File: config.mk
export PLATFORM = sky130hd
export DESIGN_NAME = fp_add_arbiter_flat
export DESIGN_NICKNAME = d
export VERILOG_FILES = /design/src/rtl/fp_arb_pkg.sv /design/src/rtl/fp_add_arbiter_if.sv /design/src/rtl/rr_pick.sv /design/src/rtl/fp_add_arbiter.sv /design/src/flat_wrapper.sv
export SDC_FILE = /design/constraint.sdc
export NUM_CORES = 1
export LEC_CHECK = 0
export ABC_AREA = 0
export BUFFER_PORTS_ARGS = -buffer_cell sky130_fd_sc_hd__buf_2
export CORE_AREA = 2 2 160 162
export DETAILED_ROUTE_END_ITERATION = 7
export DIE_AREA = 0 0 162 164
export PLACE_DENSITY = 0.65
export SLEW_MARGIN = 20
export SYNTH_ARGS = -nofsm -noshare
export SYNTH_HDL_FRONTEND = slang
export SYNTH_SLANG_ARGS = --single-unit
File: constraint.sdc
create_clock -name clk -period 3.4 [get_ports clk]
set_input_delay 0.17 -clock clk [delete_from_list [all_inputs] [get_ports clk]]
set_output_delay 0.17 -clock clk [all_outputs]
set_load 0.02 [all_outputs]
File: src/rtl/fp_arb_pkg.sv
// Purpose : shared types and constants for the FP32 adder arbiter slice.
// Contents: FSM state enum, FP word width, quiet-NaN pattern, sign bit index.
// Users   : fp_add_arbiter_if, fp_add_arbiter, rr_pick.
package fp_arb_pkg;

  localparam int FP_W        = 32;
  localparam int FP_SIGN_BIT = 31;
  localparam logic [FP_W-1:0] FP_QNAN = 32'h7FC0_0000;

  typedef enum logic [1:0] {
    IDLE  = 2'd0,
    ISSUE = 2'd1,
    WAIT  = 2'd2,
    RESP  = 2'd3
  } arb_state_t;

endpackage

File: src/rtl/fp_add_arbiter_if.sv
// Purpose : bundles the requester side and the adder-core side of the arbiter.
// Ports   : req_valid/req_sub/req_a/req_b in, req_ready/resp_* out (requesters);
//           fpu_start/fpu_a/fpu_b out, fpu_result/fpu_finish in (adder core); busy out.
//           slave = arbiter view, master = requesters + core view.
interface fp_add_arbiter_if
  import fp_arb_pkg::*;
#(
  parameter int N_REQ = 4
);

  logic [N_REQ-1:0]      req_valid;
  logic [N_REQ-1:0]      req_sub;
  logic [FP_W*N_REQ-1:0] req_a;
  logic [FP_W*N_REQ-1:0] req_b;
  logic [N_REQ-1:0]      req_ready;
  logic [N_REQ-1:0]      resp_valid;
  logic [FP_W-1:0]       resp_data;
  logic                  resp_timeout;
  logic                  busy;
  logic                  fpu_start;
  logic [FP_W-1:0]       fpu_a;
  logic [FP_W-1:0]       fpu_b;
  logic [FP_W-1:0]       fpu_result;
  logic                  fpu_finish;

  modport slave (
    input  req_valid, req_sub, req_a, req_b, fpu_result, fpu_finish,
    output req_ready, resp_valid, resp_data, resp_timeout, busy,
           fpu_start, fpu_a, fpu_b
  );

  modport master (
    output req_valid, req_sub, req_a, req_b, fpu_result, fpu_finish,
    input  req_ready, resp_valid, resp_data, resp_timeout, busy,
           fpu_start, fpu_a, fpu_b
  );

endinterface

File: src/rtl/rr_pick.sv
// Purpose : rotating-priority picker; returns the first set request at or after
//           i_ptr, wrapping to index 0. Purely combinational, no backpressure.
// Ports   : i_req[N] requests, i_ptr start index -> o_found any set, o_idx winner.
module rr_pick #(
  parameter int N  = 4,
  parameter int IW = (N > 1) ? $clog2(N) : 1
) (
  input  logic [N-1:0]  i_req,
  input  logic [IW-1:0] i_ptr,
  output logic          o_found,
  output logic [IW-1:0] o_idx
);

  logic          w_hi_vld;
  logic [IW-1:0] w_hi_idx;
  logic [IW-1:0] w_lo_idx;

  // Lowest set index at/above the pointer wins; otherwise wrap to the lowest set
  // index overall. Scanning downwards leaves the lowest match in each variable.
  always_comb begin
    w_hi_vld = 1'b0;
    w_hi_idx = '0;
    w_lo_idx = '0;
    for (int i = N - 1; i >= 0; i--) begin
      if (i_req[i]) begin
        w_lo_idx = IW'(i);
        if (IW'(i) >= i_ptr) begin
          w_hi_vld = 1'b1;
          w_hi_idx = IW'(i);
        end
      end
    end
  end

  assign o_found = |i_req;
  assign o_idx   = w_hi_vld ? w_hi_idx : w_lo_idx;

endmodule

File: src/rtl/fp_add_arbiter.sv
// Purpose : shares one multi-cycle FP32 adder among N_REQ requesters, round-robin,
//           with operand capture, subtract via B sign flip and a timeout guard.
// Latency : request seen -> resp_valid = 3 cycles + core latency; TIMEOUT WAIT
//           cycles max, then a qNaN response flagged by resp_timeout.
// Backpr. : one transaction at a time; other requesters hold req_valid until
//           their req_ready pulse. Dropping req_valid before grant withdraws it.
// Ports   : clk, rst (async, active-high), arb_if (fp_add_arbiter_if.slave).
module fp_add_arbiter
  import fp_arb_pkg::*;
#(
  parameter int N_REQ   = 4,
  parameter int TIMEOUT = 64
) (
  input  logic                 clk,
  input  logic                 rst,
  fp_add_arbiter_if.slave      arb_if
);

  localparam int IW = (N_REQ > 1) ? $clog2(N_REQ) : 1;
  localparam int CW = $clog2(TIMEOUT) + 1;

  arb_state_t       r_state;
  arb_state_t       w_state_nxt;
  logic [IW-1:0]    r_ptr;
  logic [IW-1:0]    r_gnt;
  logic [CW-1:0]    r_cnt;
  logic [FP_W-1:0]  r_fpu_a;
  logic [FP_W-1:0]  r_fpu_b;
  logic [FP_W-1:0]  r_resp_data;
  logic [N_REQ-1:0] r_req_ready;
  logic [N_REQ-1:0] r_resp_valid;
  logic             r_fpu_start;
  logic             r_timeout;
  logic             r_busy;

  logic             w_found;
  logic [IW-1:0]    w_idx;
  logic [FP_W-1:0]  w_cap_a;
  logic [FP_W-1:0]  w_cap_b;
  logic [N_REQ-1:0] w_ready_nxt;
  logic [N_REQ-1:0] w_resp_vld_nxt;
  logic             w_start_nxt;
  logic             w_cap;
  logic             w_cnt_clr;
  logic             w_cnt_inc;
  logic             w_fin;
  logic             w_to;
  logic             w_ptr_adv;

  rr_pick #(.N(N_REQ), .IW(IW)) u_pick (
    .i_req   (arb_if.req_valid),
    .i_ptr   (r_ptr),
    .o_found (w_found),
    .o_idx   (w_idx)
  );

  // Operand mux for the winner; subtract is folded in as a raw sign-bit flip of B.
  always_comb begin
    w_cap_a = '0;
    w_cap_b = '0;
    for (int i = 0; i < N_REQ; i++) begin
      if (w_idx == IW'(i)) begin
        w_cap_a = arb_if.req_a[FP_W*i +: FP_W];
        w_cap_b = arb_if.req_b[FP_W*i +: FP_W];
        w_cap_b[FP_SIGN_BIT] = w_cap_b[FP_SIGN_BIT] ^ arb_if.req_sub[i];
      end
    end
  end

  always_ff @(posedge clk or posedge rst) begin
    if (rst) r_state <= IDLE;
    else     r_state <= w_state_nxt;
  end

  // Next-state plus next values of the registered pulse outputs, so every output
  // lines up with the state it belongs to.
  always_comb begin
    w_state_nxt    = r_state;
    w_ready_nxt    = '0;
    w_resp_vld_nxt = '0;
    w_start_nxt    = 1'b0;
    w_cap          = 1'b0;
    w_cnt_clr      = 1'b0;
    w_cnt_inc      = 1'b0;
    w_fin          = 1'b0;
    w_to           = 1'b0;
    w_ptr_adv      = 1'b0;
    case (r_state)
      IDLE: begin
        if (w_found) begin
          w_state_nxt        = ISSUE;
          w_cap              = 1'b1;
          w_start_nxt        = 1'b1;
          w_ready_nxt[w_idx] = 1'b1;
        end
      end
      ISSUE: begin
        // fpu_finish may still be high from the previous job here; not sampled.
        w_state_nxt = WAIT;
        w_cnt_clr   = 1'b1;
      end
      WAIT: begin
        if (arb_if.fpu_finish) begin
          w_state_nxt           = RESP;
          w_fin                 = 1'b1;
          w_resp_vld_nxt[r_gnt] = 1'b1;
        end else if (r_cnt == CW'(TIMEOUT - 1)) begin
          w_state_nxt           = RESP;
          w_to                  = 1'b1;
          w_resp_vld_nxt[r_gnt] = 1'b1;
        end else begin
          w_cnt_inc = 1'b1;
        end
      end
      RESP: begin
        w_state_nxt = IDLE;
        w_ptr_adv   = 1'b1;
      end
      default: w_state_nxt = IDLE;
    endcase
  end

  always_ff @(posedge clk or posedge rst) begin
    if (rst) begin
      r_ptr        <= '0;
      r_gnt        <= '0;
      r_cnt        <= '0;
      r_fpu_a      <= '0;
      r_fpu_b      <= '0;
      r_resp_data  <= '0;
      r_req_ready  <= '0;
      r_resp_valid <= '0;
      r_fpu_start  <= 1'b0;
      r_timeout    <= 1'b0;
      r_busy       <= 1'b0;
    end else begin
      r_req_ready  <= w_ready_nxt;
      r_resp_valid <= w_resp_vld_nxt;
      r_fpu_start  <= w_start_nxt;
      r_busy       <= (w_state_nxt != IDLE);
      if (w_cap) begin
        r_fpu_a <= w_cap_a;
        r_fpu_b <= w_cap_b;
        r_gnt   <= w_idx;
      end
      if (w_cnt_clr)      r_cnt <= '0;
      else if (w_cnt_inc) r_cnt <= r_cnt + 1'b1;
      if (w_fin) begin
        r_resp_data <= arb_if.fpu_result;
        r_timeout   <= 1'b0;
      end else if (w_to) begin
        r_resp_data <= FP_QNAN;
        r_timeout   <= 1'b1;
      end else if (w_ptr_adv) begin
        r_timeout   <= 1'b0;
      end
      if (w_ptr_adv) r_ptr <= (r_gnt == IW'(N_REQ - 1)) ? '0 : r_gnt + 1'b1;
    end
  end

  assign arb_if.req_ready    = r_req_ready;
  assign arb_if.resp_valid   = r_resp_valid;
  assign arb_if.resp_data    = r_resp_data;
  assign arb_if.resp_timeout = r_timeout;
  assign arb_if.busy         = r_busy;
  assign arb_if.fpu_start    = r_fpu_start;
  assign arb_if.fpu_a        = r_fpu_a;
  assign arb_if.fpu_b        = r_fpu_b;

endmodule

File: src/flat_wrapper.sv
// flat-port wrapper written by rule: the top's interface ports become plain ports
module fp_add_arbiter_flat import fp_arb_pkg::*;
#(
  parameter int N_REQ   = 4,
  parameter int TIMEOUT = 64
)
  (clk, rst, arb_if_req_valid, arb_if_req_sub, arb_if_req_a, arb_if_req_b, arb_if_fpu_result, arb_if_fpu_finish, arb_if_req_ready, arb_if_resp_valid, arb_if_resp_data, arb_if_resp_timeout, arb_if_busy, arb_if_fpu_start, arb_if_fpu_a, arb_if_fpu_b);
  fp_add_arbiter_if #(.N_REQ(N_REQ)) arb_if_i ();
  input  logic clk;
  input  logic rst;
  input wire logic [$bits(arb_if_i.req_valid)-1:0] arb_if_req_valid;
  input wire logic [$bits(arb_if_i.req_sub)-1:0] arb_if_req_sub;
  input wire logic [$bits(arb_if_i.req_a)-1:0] arb_if_req_a;
  input wire logic [$bits(arb_if_i.req_b)-1:0] arb_if_req_b;
  input wire logic [$bits(arb_if_i.fpu_result)-1:0] arb_if_fpu_result;
  input wire logic [$bits(arb_if_i.fpu_finish)-1:0] arb_if_fpu_finish;
  output wire logic [$bits(arb_if_i.req_ready)-1:0] arb_if_req_ready;
  output wire logic [$bits(arb_if_i.resp_valid)-1:0] arb_if_resp_valid;
  output wire logic [$bits(arb_if_i.resp_data)-1:0] arb_if_resp_data;
  output wire logic [$bits(arb_if_i.resp_timeout)-1:0] arb_if_resp_timeout;
  output wire logic [$bits(arb_if_i.busy)-1:0] arb_if_busy;
  output wire logic [$bits(arb_if_i.fpu_start)-1:0] arb_if_fpu_start;
  output wire logic [$bits(arb_if_i.fpu_a)-1:0] arb_if_fpu_a;
  output wire logic [$bits(arb_if_i.fpu_b)-1:0] arb_if_fpu_b;
  assign arb_if_i.req_valid = arb_if_req_valid;
  assign arb_if_i.req_sub = arb_if_req_sub;
  assign arb_if_i.req_a = arb_if_req_a;
  assign arb_if_i.req_b = arb_if_req_b;
  assign arb_if_i.fpu_result = arb_if_fpu_result;
  assign arb_if_i.fpu_finish = arb_if_fpu_finish;
  assign arb_if_req_ready = arb_if_i.req_ready;
  assign arb_if_resp_valid = arb_if_i.resp_valid;
  assign arb_if_resp_data = arb_if_i.resp_data;
  assign arb_if_resp_timeout = arb_if_i.resp_timeout;
  assign arb_if_busy = arb_if_i.busy;
  assign arb_if_fpu_start = arb_if_i.fpu_start;
  assign arb_if_fpu_a = arb_if_i.fpu_a;
  assign arb_if_fpu_b = arb_if_i.fpu_b;
  fp_add_arbiter #(.N_REQ(N_REQ), .TIMEOUT(TIMEOUT)) u_core (.clk(clk), .rst(rst), .arb_if(arb_if_i));
endmodule
==> metrics.md, run 1 <==
| Metric | Value |
|---|---|
| Register bit total from synthesis | 120 |
| First-pass iteration count of the detailed router | 5 |
| Ys flop type | dfrtp_1 |
| TritonCTS Buffers | 17 |
| Clock Latency Late Sink | 0.41 ns |
| Combinational share of power | 0.517 |
| Die Ht | 164 um |
| Slew Limit Fails | 0 |
| Overall Global Routing Usage | 0.159 |
| IO Port Bufs | 405 |
| Library cells used by synthesis | 41 |
| Postcts setup bufs | 0 |
| Core Rows | 58 |
| Initial Utilization | 0.276 |
| Final period util | 0.649 |
| Clock power frac | 0.214 |
| Least-Margin Pin Slew | 0.871 ns |
| Vias per inst | 4.57 |
| Detailed placement HPWL | 15.9 mm |
| LEAKAGE | 5.04 nW |
| CP Capture Type | flip-flop |
| DRC viols | 0 |
| Post-Syn Instances | 539 |
| Final Hold Vio Count | 0 |
| Reg2reg setup slack | 1.20 ns |
| Area of the die | 0.0266 mm^2 |
| Switch Pwr | 3.89 mW |
| H-tree depth reported by CTS | 4 |
| Iteration-0 DRC Markers | 281 |
| DP Worst Slack | 1.19 ns |
| FF-to-FF End | u_core.arb_if.fpu_a[3] |
| Switching part of the total | 0.431 |
| Cell area after synthesis | 0.00686 mm^2 |
| Outcome | finished, final reports clean |
| Reg2reg path depth | 6 |
| Maximum root-to-sink buffer count | 2 |
| I/O Pins | 406 |
| Worst Path Buf+Inv | 1 |
| Die width | 162 um |
| WHS Path Cells | 3 |
| DRT Wirelength | 21.6 mm |
| PwrDens | 905 mW/mm^2 |
| Routed Antenna Nets | 0 |
| Asr flop ratio synth | 1.00 |
| Initial antenna violation count | 3 |
| Fraction of layout cells with a size suffix above 1 | 0.535 |
| Setup violators final | 0 |
| Crit path kind | reg -> reg |
| Critical path cell sequence | nand2b_1 -> nand4bb_4 -> nand2_8 -> buf_12 -> mux2i_1 -> o221ai_2 |
| Crit Path Max Fanout | 63 |
| Reg clk slew, reported paths | 0.07 ns |
| YS warnings | 0 |
| Design area | 0.00996 mm^2 |
| Max Clock Freq | 0.454 GHz |
| Core area | 0.0248 mm^2 |
| Peak supply drop | 0.563 mV |
| Max stage delay on crit path | 0.51 ns |
| Net Count, Synth | 847 |
| Worst Clk Skew | 0.0112 ns |
| Number of max-cap violations | 0 |
| Crit. Startpoint | u_core.r_ptr[0] |
| RSZ-0062 raised after global routing | no |
| Required @ worst endpoint | 3.68 ns |
| TritonCTS clock tree | built |
| Worst path depth | 6 |
| Hold WC Path Type | in -> reg |
| PostCTS Resize Cnt | 0 |
| Total number of vias | 5985 |
| Root Buffer | clkbuf_16 |
| Final Worst Setup Slack | 1.20 ns |
| Worst Setup EP | u_core.arb_if.fpu_a[3] |
| Avg Synthesized Cell Area | 12.7 um^2 |
| Fillcell total | 2466 |
| Register area share after synthesis | 0.438 |
| Worst setup SP type | flip-flop |
| Placer Congestion | 0.786 |
| Max-slew headroom | 0.419 |
| Flop pwr share | 0.269 |
| Area post-placement | 0.00900 mm^2 |
| # nets final | 1274 |
| P_int | 5.13 mW |
| Overflow after GRT | 0 |
| Layout area overhead | 45.2% |
| Setup tns final | 0 ns |
| Post-synth EDFFs | 0 |
| Critical path's slowest cell | nand2_8 |
| RR Startpoint | u_core.r_ptr[0] |
| First-pass GRT wire length | 32.8 mm |
| Vias in the first global route | 6048 |
| Routed wire length per instance | 16.4 um |
| Clk sinks | 120 |
| Critical Path AT | 2.49 ns |
| Largest net degree at the start of global routing | 69 |
| Family with the most delay on the worst path | simple AND/OR/NAND/NOR gates |
| Minimum clock period | 2.20 ns |
cell usage after synthesis (all sizes together), types with 2 or more instances:
cell,n,area [um^2]
mux2,2,22.5
buf,32,413
xor2,3,26.3
and2,6,37.5
mux2i,127,1270
nand2b,6,45.0
nand3,4,20.0
inv,8,30.0
o21ai,7,35.0
nand2,70,270
dfrtp,120,3000
nor2b,2,12.5
a22o,23,201
a21oi,5,25.0
o221ai,64,961
nor2,14,52.6
clkbuf,9,37.5
xnor2,5,43.8
ha,9,113
nor3,4,25.0
o22a,9,78.8
tightest hold or removal path, delay by kind of cell:
kind / cells / cell delay (ns)
muxes: 1 / 0.07
AOI/OAI and AO/OA: 1 / 0.14
buffers and inverters: 1 / 0.07
cell families (layout without fill, tap and decap cells):
| family | count (synthesis) | in the layout | synth area share |
|---|---|---|---|
| compound gates | 112 | 112 | 0.198 |
| mux | 129 | 129 | 0.189 |
| flops | 120 | 120 | 0.438 |
| simple gates | 112 | 112 | 0.0788 |
| other cells | 0 | 2 | 0 |
| fa+ha+maj | 9 | 9 | 0.0164 |
| buf+inv | 49 | 489 | 0.0701 |
| xor+xnor | 8 | 8 | 0.0102 |
repair_timing:
item,in CTS,in global routing
hold buffers,33,0
endpoints found under the setup margin,0,0
hold endpoints to repair,93,0
cell type report:
class / instances / area [um^2] / area share
multi-input combinational: 370 / 3390 / 0.340
sequential: 120 / 3000 / 0.302
timing repair buffer: 449 / 2490 / 0.250
clock buffer: 17 / 425 / 0.0427
tap: 330 / 413 / 0.0415
clock inverter: 15 / 200 / 0.0201
inverter: 8 / 32.5 / 0.00327
antenna: 2 / 5.00 / 0.000503
worst min path at each step:
stage | from | end | slack (ns)
6_report | arb_if_req_b[84] | u_core.arb_if.fpu_b[20] | 0.07
4_1_cts | arb_if_req_b[84] | u_core.arb_if.fpu_b[20] | 0.05
2_1_floorplan | arb_if_fpu_result[22] | u_core.arb_if.resp_data[22] | 0.30
3_5_place_dp | arb_if_fpu_result[28] | u_core.arb_if.resp_data[28] | 0.38
5_1_grt | arb_if_req_b[77] | u_core.arb_if.fpu_b[13] | 0.06
3_3_place_gp | arb_if_fpu_result[27] | u_core.arb_if.resp_data[27] | 0.38
cells in the final DEF (no fill, tap or decap), types with 2 or more instances in the layout:
cell / n
dfrtp_1: 120
o21ai_0: 4
nand2b_1: 5
diode_2: 2
nand3_1: 4
nor2_1: 14
ha_1: 9
inv_1: 6
xnor2_1: 5
buf_2: 405
bufinv_16: 2
xor2_1: 3
o21ai_1: 3
dlygate4sd3_1: 33
nor2b_1: 2
mux2i_1: 127
a21oi_1: 5
o221ai_2: 64
nor3_1: 3
and2_1: 6
inv_6: 3
mux2_2: 2
inv_8: 8
buf_12: 4
buf_4: 7
clkbuf_16: 17
nand2_1: 68
o22a_1: 9
a22o_1: 23
metal layers:
| metal | GRT usage | routed length [um] | vias to the layer above |
|---|---|---|---|
| met4 | 0.0523 | 270 | 0 |
| met3 | 0.0419 | 1540 | 18 |
| met2 | 0.277 | 10800 | 252 |
| met1 | 0.190 | 8920 | 2818 |
| met5 | 0 | 0 | - |
| li1 | - | - | 2897 |
stage by stage:
stage          utilization  instances  hold WS [ns]  total power [mW]
6_report             0.401       1311        0.0716              9.01
5_1_grt              0.401       1311        0.0626              9.60
4_1_cts              0.401       1309        0.0499              9.13
3_5_place_dp         0.363       1244         0.383              7.13
3_3_place_gp         0.363       1244         0.381              7.06
2_1_floorplan            -        539         0.296              6.07
registers in the layout, summed over array words and instances (netlist names):
| register | count |
|---|---|
| u_core.arb_if.resp_valid | 4 |
| u_core.arb_if.fpu_b | 32 |
| u_core.r_state | 2 |
| u_core.r_cnt | 7 |
| u_core.arb_if.req_ready | 4 |
| u_core.arb_if.resp_data | 32 |
| u_core.r_gnt | 2 |
| u_core.r_ptr | 2 |
| u_core.arb_if.fpu_start | 1 |
| u_core.arb_if.fpu_a | 32 |
| u_core.arb_if.resp_timeout | 1 |
| u_core.arb_if.busy | 1 |
power groups by stage:
stage                     clock network, mW  logic (mW)  registers, mW
final                                  1.93        4.66           2.42
after global routing                   2.06        5.04           2.50
after CTS                              1.99        4.72           2.42
after detailed placement                  0        4.71           2.42
after global placement                    0        4.64           2.42
after floorplan                           0        2.97           3.10
Note: power is estimated with default switching activity, not from simulation.
==> run 2: changes to the inputs <==
Settings changed: CORE_AREA 2 2 160 162 to 2 2 157 159, DIE_AREA 0 0 162 164 to 0 0 159 161.
Clock period 3.4 ns to 2.2 ns, I/O delays scaled along.
==> metrics.md, run 2 (synthesis results as in run 1) <==
| Metric | Value |
|---|---|
| Area post-placement | 0.00911 mm^2 (was 0.00900 mm^2) |
| Max-slew headroom | 0.479 (was 0.419) |
| Layout area overhead | 47.6% (was 45.2%) |
| Routed wire length per instance | 16.6 um (was 16.4 um) |
| Number of max-cap violations | 0 (unchanged) |
| RSZ-0062 raised after global routing | no (unchanged) |
| Vias per inst | 4.67 (was 4.57) |
| Initial Utilization | 0.286 (was 0.276) |
| Maximum root-to-sink buffer count | 2 (unchanged) |
| I/O Pins | 406 (unchanged) |
| Reg2reg setup slack | 0.30 ns (was 1.20 ns) |
| Final Hold Vio Count | 0 (unchanged) |
| Detailed placement HPWL | 16.3 mm (was 15.9 mm) |
| DRC viols | 0 (unchanged) |
| Postcts setup bufs | 0 (unchanged) |
| Overall Global Routing Usage | 0.169 (was 0.159) |
| Die width | 159 um (was 162 um) |
| IO Port Bufs | 405 (unchanged) |
| Iteration-0 DRC Markers | 257 (was 281) |
| CP Capture Type | flip-flop (unchanged) |
| Worst Clk Skew | 0.0152 ns (was 0.0112 ns) |
| DRT Wirelength | 21.9 mm (was 21.6 mm) |
| Crit path kind | reg -> reg (unchanged) |
| Crit Path Max Fanout | 67 (was 63) |
| Overflow after GRT | 0 (unchanged) |
| TritonCTS clock tree | built (unchanged) |
| Least-Margin Pin Slew | 0.781 ns (was 0.871 ns) |
| Max Clock Freq | 0.528 GHz (was 0.454 GHz) |
| Most frequent cells in the layout | buf_2, mux2i_1, dfrtp_1 (unchanged) |
| LEAKAGE | 5.13 nW (was 5.04 nW) |
| First-pass GRT wire length | 34.2 mm (was 32.8 mm) |
| Setup violators final | 0 (unchanged) |
| Setup tns final | 0 ns (unchanged) |
| Core area | 0.0240 mm^2 (was 0.0248 mm^2) |
| WHS Path Cells | 3 (unchanged) |
| # nets final | 1295 (was 1274) |
| Hold EP | u_core.arb_if.fpu_b[0] (was u_core.arb_if.fpu_b[20]) |
| Largest net degree at the start of global routing | 73 (was 69) |
| Critical Path AT | 2.22 ns (was 2.49 ns) |
| Routed Antenna Nets | 0 (unchanged) |
| Crit. Startpoint | u_core.r_state[0] (was u_core.r_ptr[0]) |
| Root Buffer | clkbuf_16 (unchanged) |
| PwrDens | 1380 mW/mm^2 (was 905 mW/mm^2) |
| Core Rows | 57 (was 58) |
| Initial antenna violation count | 1 (was 3) |
| Peak supply drop | 0.664 mV (was 0.563 mV) |
| Area of the die | 0.0256 mm^2 (was 0.0266 mm^2) |
| Slew Limit Fails | 0 (unchanged) |
| Vias in the first global route | 6624 (was 6048) |
| Total number of vias | 6177 (was 5985) |
| TritonCTS Buffers | 17 (unchanged) |
| FF-to-FF End | u_core.arb_if.fpu_a[10] (was u_core.arb_if.fpu_a[3]) |
| Required @ worst endpoint | 2.53 ns (was 3.68 ns) |
| Minimum clock period | 1.90 ns (was 2.20 ns) |
| RR Startpoint | u_core.r_state[0] (was u_core.r_ptr[0]) |
| H-tree depth reported by CTS | 4 (unchanged) |
| Reg clk slew, reported paths | 0.06 ns (was 0.07 ns) |
| Clock Latency Late Sink | 0.42 ns (was 0.41 ns) |
| Min-delay src | arb_if_req_b[96] (was arb_if_req_b[84]) |
| Fraction of layout cells with a size suffix above 1 | 0.537 (was 0.535) |
| Reg2reg path depth | 6 (unchanged) |
| Post-route insts no fill | 1324 (was 1311) |
| Post-Place Cells | 1251 (was 1244) |
| Placer Congestion | 0.831 (was 0.786) |
| Fillcell total | 2308 (was 2466) |
| Die Ht | 161 um (was 164 um) |
| Design area | 0.0101 mm^2 (was 0.00996 mm^2) |
| Clk sinks | 120 (unchanged) |
| Worst setup SP type | flip-flop (unchanged) |
| Hold WC Path Type | in -> reg (unchanged) |
| Final period util | 0.861 (was 0.649) |
| Commonest non-fill, non-tap cell in the layout | buf_2 (unchanged) |
| First-pass iteration count of the detailed router | 5 (unchanged) |
| Outcome | finished, final reports clean (unchanged) |
==> run 2: metrics by stage <==
| step | hold WS (ns) | setup slack (ns) | util | power [mW] |
|---|---|---|---|---|
| 2_1_floorplan | 0.236 | 0.563 | - | 9.39 |
| 3_5_place_dp | 0.249 | 0.330 | 0.380 | 11.2 |
| 6_report | 0.0187 | 0.305 | 0.422 | 14.0 |
| 4_1_cts | 0.000139 | 0.313 | 0.422 | 14.1 |
| 3_3_place_gp | 0.247 | 0.342 | 0.380 | 11.1 |
| 5_1_grt | 0.00689 | 0.113 | 0.422 | 14.9 |
==> run 2: per-layer routing <==
metal / share of wire / track usage
met5: 0 / 0
met4: 0.020 / 0.0599
met3: 0.071 / 0.0457
met2: 0.51 / 0.306
met1: 0.40 / 0.192
==> run 2: worst max path at each step <==
stage                                  to  cells after the start
2_1_floorplan  u_core.arb_if.resp_data[0]                      6
3_3_place_gp           u_core.arb_if.busy                      7
3_5_place_dp      u_core.arb_if.fpu_b[22]                      6
4_1_cts           u_core.arb_if.fpu_a[10]                      6
5_1_grt                u_core.arb_if.busy                      7
6_report          u_core.arb_if.fpu_a[10]                      6
==> run 2: area by class of cell <==
| type | count | area, um^2 | share of cell area |
|---|---|---|---|
| inverters | 8 | 33.8 | 0.00334 |
| multi-input cells | 370 | 3390 | 0.335 |
| flip-flops and latches | 120 | 3000 | 0.297 |
| clock inverters | 13 | 155 | 0.0153 |
| repair buffers | 470 | 2690 | 0.266 |
| clock buffers | 18 | 439 | 0.0434 |
| diodes | 1 | 2.50 | 0.000247 |
| well taps | 324 | 405 | 0.0401 |
==> run 2: critical path: stages, from the launching register on <==
cell	delay (ns)
dfrtp_1	0.39
inv_1	0.08
ha_1	0.25
o41ai_4	0.09
buf_4	0.69
nand2_1	0.18
o221ai_2	0.09
==> run 2: power breakdown <==
group	switching, mW	leakage [nW]	internal (mW)
clock	1.14	0.295	1.73
combinational	4.24	3.34	3.13
sequential	0.556	1.50	3.19
total	5.93	5.13	8.05
==> run 2: repair_timing <==
item                      CTS  global route
hold buffers               41             0
hold endpoints to repair  160             0
gates resized for setup     0             0
